[config.mk]
export PLATFORM = sky130hd
export DESIGN_NAME = conv3x3_mac
export DESIGN_NICKNAME = d
export VERILOG_FILES = /design/src/rtl/conv3x3_mac_pkg.sv /design/src/rtl/conv3x3_mac_dot9.sv /design/src/rtl/conv3x3_mac.sv
export SDC_FILE = /design/constraint.sdc
export NUM_CORES = 2
export LEC_CHECK = 0
export BUFFER_PORTS_ARGS = -buffer_cell sky130_fd_sc_hd__buf_4
export CAP_MARGIN = 20
export CORE_UTILIZATION = 50
export CTS_BUF_LIST = sky130_fd_sc_hd__clkbuf_8
export CTS_CLUSTER_DIAMETER = 80
export DETAILED_ROUTE_END_ITERATION = 8
export GPL_ROUTABILITY_DRIVEN = 0
export PLACE_DENSITY = 0.81
export SLEW_MARGIN = 20
export SYNTH_ARGS = -nofsm -noshare
export SYNTH_HDL_FRONTEND = slang
export SYNTH_HIERARCHICAL = 1
export SYNTH_SLANG_ARGS = --single-unit
[constraint.sdc]
create_clock -name clk -period 5.6 [get_ports clk]
set_clock_uncertainty 0.15 [all_clocks]
set_input_delay 0.56 -clock clk [delete_from_list [all_inputs] [get_ports clk]]
set_output_delay 0.56 -clock clk [all_outputs]
set_load 0.005 [all_outputs]
[src/rtl/conv3x3_mac_pkg.sv]
// Shared widths and tap count for the 3x3 convolution MAC datapath.
// Products are exact 8x8 signed multiplies; nine of them always fit in SUM_W bits.
package conv3x3_mac_pkg;
  localparam int DATA_W = 8;
  localparam int PROD_W = 16;
  localparam int SUM_W  = 20;
  localparam int TAPS   = 9;

  function automatic logic signed [PROD_W-1:0] mul8(input logic signed [DATA_W-1:0] a,
                                                    input logic signed [DATA_W-1:0] b);
    return PROD_W'(a) * PROD_W'(b);
  endfunction
endpackage

[src/rtl/conv3x3_mac_dot9.sv]
// Two-stage 9-tap signed dot product: stage 1 registers products, stage 2 their sum.
// Both stages advance only when en is high; flags travel alongside so bubbles stay bubbles.
module conv_dot9
  import conv3x3_mac_pkg::*;
(
  input  logic                     clk,
  input  logic                     rst,
  input  logic                     en,
  input  logic                     in_valid,
  input  logic                     in_first,
  input  logic                     in_last,
  input  logic signed [DATA_W-1:0] pix0,
  input  logic signed [DATA_W-1:0] pix1,
  input  logic signed [DATA_W-1:0] pix2,
  input  logic signed [DATA_W-1:0] pix3,
  input  logic signed [DATA_W-1:0] pix4,
  input  logic signed [DATA_W-1:0] pix5,
  input  logic signed [DATA_W-1:0] pix6,
  input  logic signed [DATA_W-1:0] pix7,
  input  logic signed [DATA_W-1:0] pix8,
  input  logic signed [DATA_W-1:0] kernel0,
  input  logic signed [DATA_W-1:0] kernel1,
  input  logic signed [DATA_W-1:0] kernel2,
  input  logic signed [DATA_W-1:0] kernel3,
  input  logic signed [DATA_W-1:0] kernel4,
  input  logic signed [DATA_W-1:0] kernel5,
  input  logic signed [DATA_W-1:0] kernel6,
  input  logic signed [DATA_W-1:0] kernel7,
  input  logic signed [DATA_W-1:0] kernel8,
  output logic                     sum_valid,
  output logic                     sum_first,
  output logic                     sum_last,
  output logic signed [SUM_W-1:0]  sum
);
  logic signed [PROD_W-1:0] prod_d [TAPS];
  logic signed [PROD_W-1:0] prod_q [TAPS];
  logic signed [SUM_W-1:0]  prod_sum;
  logic                     s1_valid, s1_first, s1_last;

  always_comb begin
    prod_d[0] = mul8(pix0, kernel0);
    prod_d[1] = mul8(pix1, kernel1);
    prod_d[2] = mul8(pix2, kernel2);
    prod_d[3] = mul8(pix3, kernel3);
    prod_d[4] = mul8(pix4, kernel4);
    prod_d[5] = mul8(pix5, kernel5);
    prod_d[6] = mul8(pix6, kernel6);
    prod_d[7] = mul8(pix7, kernel7);
    prod_d[8] = mul8(pix8, kernel8);
  end

  always_comb begin
    prod_sum = '0;
    for (int i = 0; i < TAPS; i++) prod_sum = prod_sum + SUM_W'(prod_q[i]);
  end

  always_ff @(posedge clk or posedge rst) begin
    if (rst) begin
      for (int i = 0; i < TAPS; i++) prod_q[i] <= '0;
      s1_valid  <= 1'b0;
      s1_first  <= 1'b0;
      s1_last   <= 1'b0;
      sum       <= '0;
      sum_valid <= 1'b0;
      sum_first <= 1'b0;
      sum_last  <= 1'b0;
    end else if (en) begin
      for (int i = 0; i < TAPS; i++) prod_q[i] <= prod_d[i];
      s1_valid  <= in_valid;
      s1_first  <= in_first;
      s1_last   <= in_last;
      sum       <= prod_sum;
      sum_valid <= s1_valid;
      sum_first <= s1_first;
      sum_last  <= s1_last;
    end
  end
endmodule

[src/rtl/conv3x3_mac.sv]
// 3x3 conv MAC: dot9 pipeline plus channel accumulator, 3 register stages, whole pipe stalls
// while a result waits on out_ready. Define CONV_RELU_EN to clamp published results at 0.
module conv3x3_mac
  import conv3x3_mac_pkg::*;
#(
  parameter int ACC_W = 24
) (
  input  logic                     clk,
  input  logic                     rst,
  input  logic                     in_valid,
  output logic                     in_ready,
  input  logic                     in_first,
  input  logic                     in_last,
  input  logic signed [DATA_W-1:0] pix0,
  input  logic signed [DATA_W-1:0] pix1,
  input  logic signed [DATA_W-1:0] pix2,
  input  logic signed [DATA_W-1:0] pix3,
  input  logic signed [DATA_W-1:0] pix4,
  input  logic signed [DATA_W-1:0] pix5,
  input  logic signed [DATA_W-1:0] pix6,
  input  logic signed [DATA_W-1:0] pix7,
  input  logic signed [DATA_W-1:0] pix8,
  input  logic signed [DATA_W-1:0] kernel0,
  input  logic signed [DATA_W-1:0] kernel1,
  input  logic signed [DATA_W-1:0] kernel2,
  input  logic signed [DATA_W-1:0] kernel3,
  input  logic signed [DATA_W-1:0] kernel4,
  input  logic signed [DATA_W-1:0] kernel5,
  input  logic signed [DATA_W-1:0] kernel6,
  input  logic signed [DATA_W-1:0] kernel7,
  input  logic signed [DATA_W-1:0] kernel8,
  output logic                     out_valid,
  input  logic                     out_ready,
  output logic signed [ACC_W-1:0]  out_data
);
  logic                    en;
  logic                    s2_valid, s2_first, s2_last;
  logic signed [SUM_W-1:0] s2_sum;
  logic signed [ACC_W-1:0] acc, acc_next, sum_ext, result;

  assign en       = !(out_valid && !out_ready);
  assign in_ready = en;

  conv_dot9 u_dot9 (
    .clk(clk), .rst(rst), .en(en),
    .in_valid(in_valid), .in_first(in_first), .in_last(in_last),
    .pix0(pix0), .pix1(pix1), .pix2(pix2), .pix3(pix3), .pix4(pix4),
    .pix5(pix5), .pix6(pix6), .pix7(pix7), .pix8(pix8),
    .kernel0(kernel0), .kernel1(kernel1), .kernel2(kernel2), .kernel3(kernel3),
    .kernel4(kernel4), .kernel5(kernel5), .kernel6(kernel6), .kernel7(kernel7),
    .kernel8(kernel8),
    .sum_valid(s2_valid), .sum_first(s2_first), .sum_last(s2_last), .sum(s2_sum)
  );

  assign sum_ext  = ACC_W'(s2_sum);
  assign acc_next = s2_first ? sum_ext : acc + sum_ext;

`ifdef CONV_RELU_EN
  assign result = acc_next[ACC_W-1] ? '0 : acc_next;
`else
  assign result = acc_next;
`endif

  // When enabled with out_valid high, out_ready must be high, so the old result is consumed here.
  always_ff @(posedge clk or posedge rst) begin
    if (rst) begin
      acc       <= '0;
      out_data  <= '0;
      out_valid <= 1'b0;
    end else if (en) begin
      out_valid <= s2_valid && s2_last;
      if (s2_valid) begin
        if (s2_last) begin
          acc      <= '0;
          out_data <= result;
        end else begin
          acc <= acc_next;
        end
      end
    end
  end
endmodule
* After elaboration in Yosys (flattened, before gate mapping) *
Cells that the tools add are included.

storage, ports and cells
  bits in writable memories = 0
  latch bits = 0
  bits of input ports = 150
  bits in read-only memories = 0
  bits in registers = 219
  output and inout port bits = 26
  memories kept = 0

operators by class
  reductions and logical operators = 6
  add/subtract/negate cells = 9
  bitwise gates (word level) = 1
  $mul = 9
  divide/modulo/power cells = 0
  magnitude comparators = 0
  shift operators = 0
  multiplexer cells = 2
  equal/unequal tests = 0

operator list
  operator                    number
  multiplier 8 x 8 -> 16 bit  9
  adder 20 x 16 -> 20 bit     6
  2-to-1 mux 24 bit           2
  adder 24 x 20 -> 24 bit     1
  adder 17 x 16 -> 18 bit     1
  adder 16 x 16 -> 17 bit     1
  AND reduction 3 bit         1
  logical AND 1 bit           2
  logical NOT 1 bit           2
  AND reduction 2 bit         1
  inverter 1 bit              1

* Logic depth before layout (Yosys ltp) *
  depth in word-level cells = 8
  gate-level depth with buffers = 18
  mapped depth without buffers = 18

* Hierarchy *
Netlist, hierarchy kept.

modules (own cells, without submodules)
  module       seq. area each (µm²)  cells an instance  area each (µm²)  instances
  conv_dot9    4254.1                3302               31866.8          1
  conv3x3_mac  1226.2                349                3215.6           1

* Worst setup path after synthesis *
No wires, ideal clock.

  path type = input port to flip-flop
  start = input port pix0[7]
  end = register u_dot9/prod_q[142] in the netlist's numbering
  setup slack = 907 ps
  library setup time = 95 ps
  required time = 5355 ps
  arrival = 4448 ps
  path buffers = 0
  cell stages on the path = 15
  cell sequence = and2_1 > fa_1 > inv_1 > fa_1 > fa_1 > inv_1 > fa_1 > ha_1 > a21oi_1 > inv_1 > or3_1 > o211a_1 > o21a_1 > o21a_1 > o31ai_1

on the way
  longest elaborated chain between the ends = 1

RTL lines
  item                        line                    text
  from (decl)                 conv3x3_mac.sv:14       input logic signed [DATA_W-1:0] pix0,
  multiplier 8 x 8 -> 16 bit  conv3x3_mac_pkg.sv:11   return PROD_W'(a) * PROD_W'(b);
  to (decl)                   conv3x3_mac_dot9.sv:36  logic signed [PROD_W-1:0] prod_q [TAPS];

Every way passes these cells.
A chain may end at the register's enable or synchronous reset.

* Worst setup path in the final report *
  start = register u_dot9/prod_q[82] in the netlist's numbering
  end = register u_dot9.sum[18]

on the way
  longest elaborated chain between the ends = 6

RTL lines
  item                                  line                    text
  adder 20 x 16 -> 20 bit (6 in a row)  conv3x3_mac_dot9.sv:54  for (int i = 0; i < TAPS; i++) prod_sum = prod_sum + SUM_W'(prod_q[i]);
  to (signal assigned)                  conv3x3_mac_dot9.sv:72  sum <= prod_sum;
  to (decl)                             conv3x3_mac_dot9.sv:33  output logic signed [SUM_W-1:0] sum

Every way passes these cells.

==> summary.md <==
| Metric | Value |
|---|---|
| Status | finished clean |
| Hold_buf cts | 0 |
| Flop2flop setup slack | 0.71 ns |
| Max_cap viols | 0 |
| Data arrival, critical path | 5.18 ns |
| Number of synthesized flops with an enable pin | 0 |
| Fillers | 5967 |
| Crit path launch | u_dot9/prod_q[82] |
| Critical Path RT | 5.89 ns |
| Worst hold path type | in -> async |
| Die H | 266.9 um |
| Setup TNS | 0 ns |
| Residual DRC count | 0 |
| Ys async rst share | 100.0% |
| Critical path depth | 16 |
| Via count | 24.83k |
| CTS Sinks | 219 |
| Kind of critical path | reg -> reg |
| Fin. max-slew vios | 0 |
| DP Wirelength | 65310 um |
| Worst Tran Pin Value | 1.069 ns |
| I/O pins | 176 |
| CP Launch Type | register |
| Routed len/inst | 16.13 um |
| Critical path buffer and inverter count | 3 |
| Row cnt | 96 |
| Largest net degree at the start of global routing | 92 |
| CTS tree | yes |
| Worst path slowest cell | fa_1 |
| H-tree depth | 2 |
| Area fraction of the dominant cell type after synthesis | 34.87% |
| Critical Path End | u_dot9/sum[18] |
| Crit-path cells | fa_1 > fa_1 > fa_1 > inv_1 > fa_1 > inv_1 > ha_1 > inv_1 > fa_1 > nand2b_1 > a21oi_1 > nor4b_1 > nor4_1 > a211oi_2 > xnor2_1 > mux2_4 |
| Via-per-instance ratio | 5.195 |
| Fraction of layout cells with a size suffix above 1 | 9.174% |
| Postcts setup bufs | 0 |
| Minimum clock period | 4.890 ns |
| Gates resized, CTS repair | 0 |
| DP Worst Slack | 0.5604 ns |
| Largest cells by area after synthesis | fa_1 35%, dfrtp_1 16%, ha_1 11% |
| Worst setup EP type | register |
| Count leader, synth | inv_1 |
| F_max | 204.5 MHz |
| Routed wire length | 77090 um |
| Final WS setup | 0.7099 ns |
| Critical path fanouts, max | 2 |
| Mean post-synth cell area | 9.609 um2 |
| Root Driver | clkbuf_8 |
| Initial antenna violation count | 0 |
| Most frequent cells after synthesis | 861 x inv_1, 611 x fa_1, 369 x and2_1 |
| Worst Reg-to-Reg Cells | 16 |
| RR Startpoint | u_dot9/prod_q[82] |
| Syn Nets | 4716 |
| Vias in the first global route | 26.81k |
| Critical Path Max Stage Delay | 0.55 ns |
| DRT iter0 DRCs | 1219 |
| Clock buffer depth | 3 |
| Top delay family on crit path | adder cells |
| Initial Util | 50.80% |
| Die W | 266.9 um |
| Cells after synthesis | 3651 |
| Final ANT Viol Nets | 0 |
| #FFs+latches synth | 219 |
| GRT Util Overall | 22.81% |
| First-pass GRT wire length | 131600 um |
| Post-synthesis sequential area ratio | 15.62% |
| Post-synth cell types | 72 |
| Number of buffers inserted by port buffering | 175 |
| Final nets | 4891 |
| Synth Flop Type | dfrtp_1 |
| Final Hold Fails | 0 |
| Clk_lat worst skew | 0.55 ns |
| Clock slew at reported path FFs | 0.06 ns |
| Core Box Area | 69070 um2 |
| Post-Syn Area | 35080 um2 |
| RSZ-0062 raised after global routing | no |
| Most common cell type on the critical path | fa_1 |
| CTS buffer count | 37 |
| Dominant cell type by area after synthesis | fa_1 |
| YS warnings | 6 |
| Relative slew slack | 28.57% |
| Setup violators final | 0 |
| Final global-route overflow total | 0 |
| Pre-antenna DRT Iters | 7 |
| Die area | 71230 um2 |
| Area Growth Syn to Fin | 8.938% |
| Worst reg2reg endpoint | u_dot9/sum[18] |
| Period Utilization, post-route | 87.32% |
-- stage by stage --
step | cells | utilization, % | cell area, um2 | hold WS [ns]
after global placement | 4718 | 54.23 | 37450 | 0.3092
after detailed placement | 4718 | 54.23 | 37450 | 0.3210
after floorplan | 3651 | - | 35080 | 0.2973
after global routing | 4779 | 55.33 | 38220 | 0.08256
final | 4780 | 55.34 | 38220 | 0.02277
after CTS | 4779 | 55.33 | 38210 | 0.06177
-- cell type report --
cell class	instances	area, um2	share of cell area, %
Antenna cell	1	2.502	0.006548
Clock buffer	44	605.6	1.585
Clock inverter	17	156.4	0.4092
Inverter	862	3242	8.483
Multi-Input combinational cell	2522	26190	68.52
Sequential cell	219	5480	14.34
Tap cell	931	1165	3.048
Timing Repair Buffer	184	1381	3.614
-- sequential cells by signal, summed over array words and instances (netlist names) --
register,cells
u_dot9/s1_first,1
acc,24
u_dot9/s1_last,1
u_dot9/prod_q,144
u_dot9/sum_last,1
out_data,24
u_dot9/sum_first,1
u_dot9/sum,20
u_dot9/s1_valid,1
out_valid,1
u_dot9/sum_valid,1
-- kinds of logic (layout without fill, tap and decap cells) --
group | after synthesis | after routing | share of synthesized area, %
adders and majority gates | 915 | 915 | 45.71
buffers and inverters | 910 | 1107 | 9.761
and+or+nand+nor | 897 | 897 | 13.34
AOI/OAI and AO/OA | 447 | 447 | 8.285
DFF | 219 | 219 | 15.62
xor gates and xnor gates | 153 | 153 | 3.820
muxes | 110 | 110 | 3.470
other | 0 | 1 | 0
-- how the worst min path moves through the flow --
stage	startpoint	slack, ns	end	depth (start not counted)
6_report	rst	0.02	u_dot9/s1_valid	2
5_1_grt	rst	0.08	acc[8]	2
4_1_cts	rst	0.06	u_dot9/sum_first	2
3_5_place_dp	out_data[10]	0.32	out_data[10]	2
3_3_place_gp	acc[15]	0.31	acc[15]	2
2_1_floorplan	acc[15]	0.30	acc[15]	2
-- layer usage --
metal,vias to the layer above,global-route usage [%],wire length [um]
met2,529,40.24,39060
met4,0,5.996,1977
li1,11618,-,-
met3,119,2.639,3112
met5,-,0,0
met1,12565,29.65,32950
-- cells in the final DEF (no fill, tap or decap), types with 5 or more instances in the layout --
cell type / instances
inv_1: 864
fa_1: 611
and2_1: 369
ha_1: 304
nand2_1: 240
dfrtp_1: 219
buf_4: 184
xnor2_1: 127
nor2_1: 123
o21ai_0: 116
a21oi_1: 92
mux2_2: 88
o21a_1: 47
clkbuf_8: 44
nand2b_1: 42
a21o_1: 37
nor3_1: 37
xor2_1: 26
o31ai_1: 24
o21ai_1: 23
mux2i_1: 20
nand3_1: 19
nor2b_1: 17
a211oi_1: 17
a31oi_1: 12
a22o_1: 10
nand3b_1: 10
clkinv_2: 9
o21bai_1: 8
and3_1: 6
or3_1: 6
a21boi_0: 6
a2111oi_0: 5
nor4b_1: 5
nor3b_1: 5
Power is not shown: default switching activity piles up to over one toggle a cycle in this logic, so the estimate is an artifact.
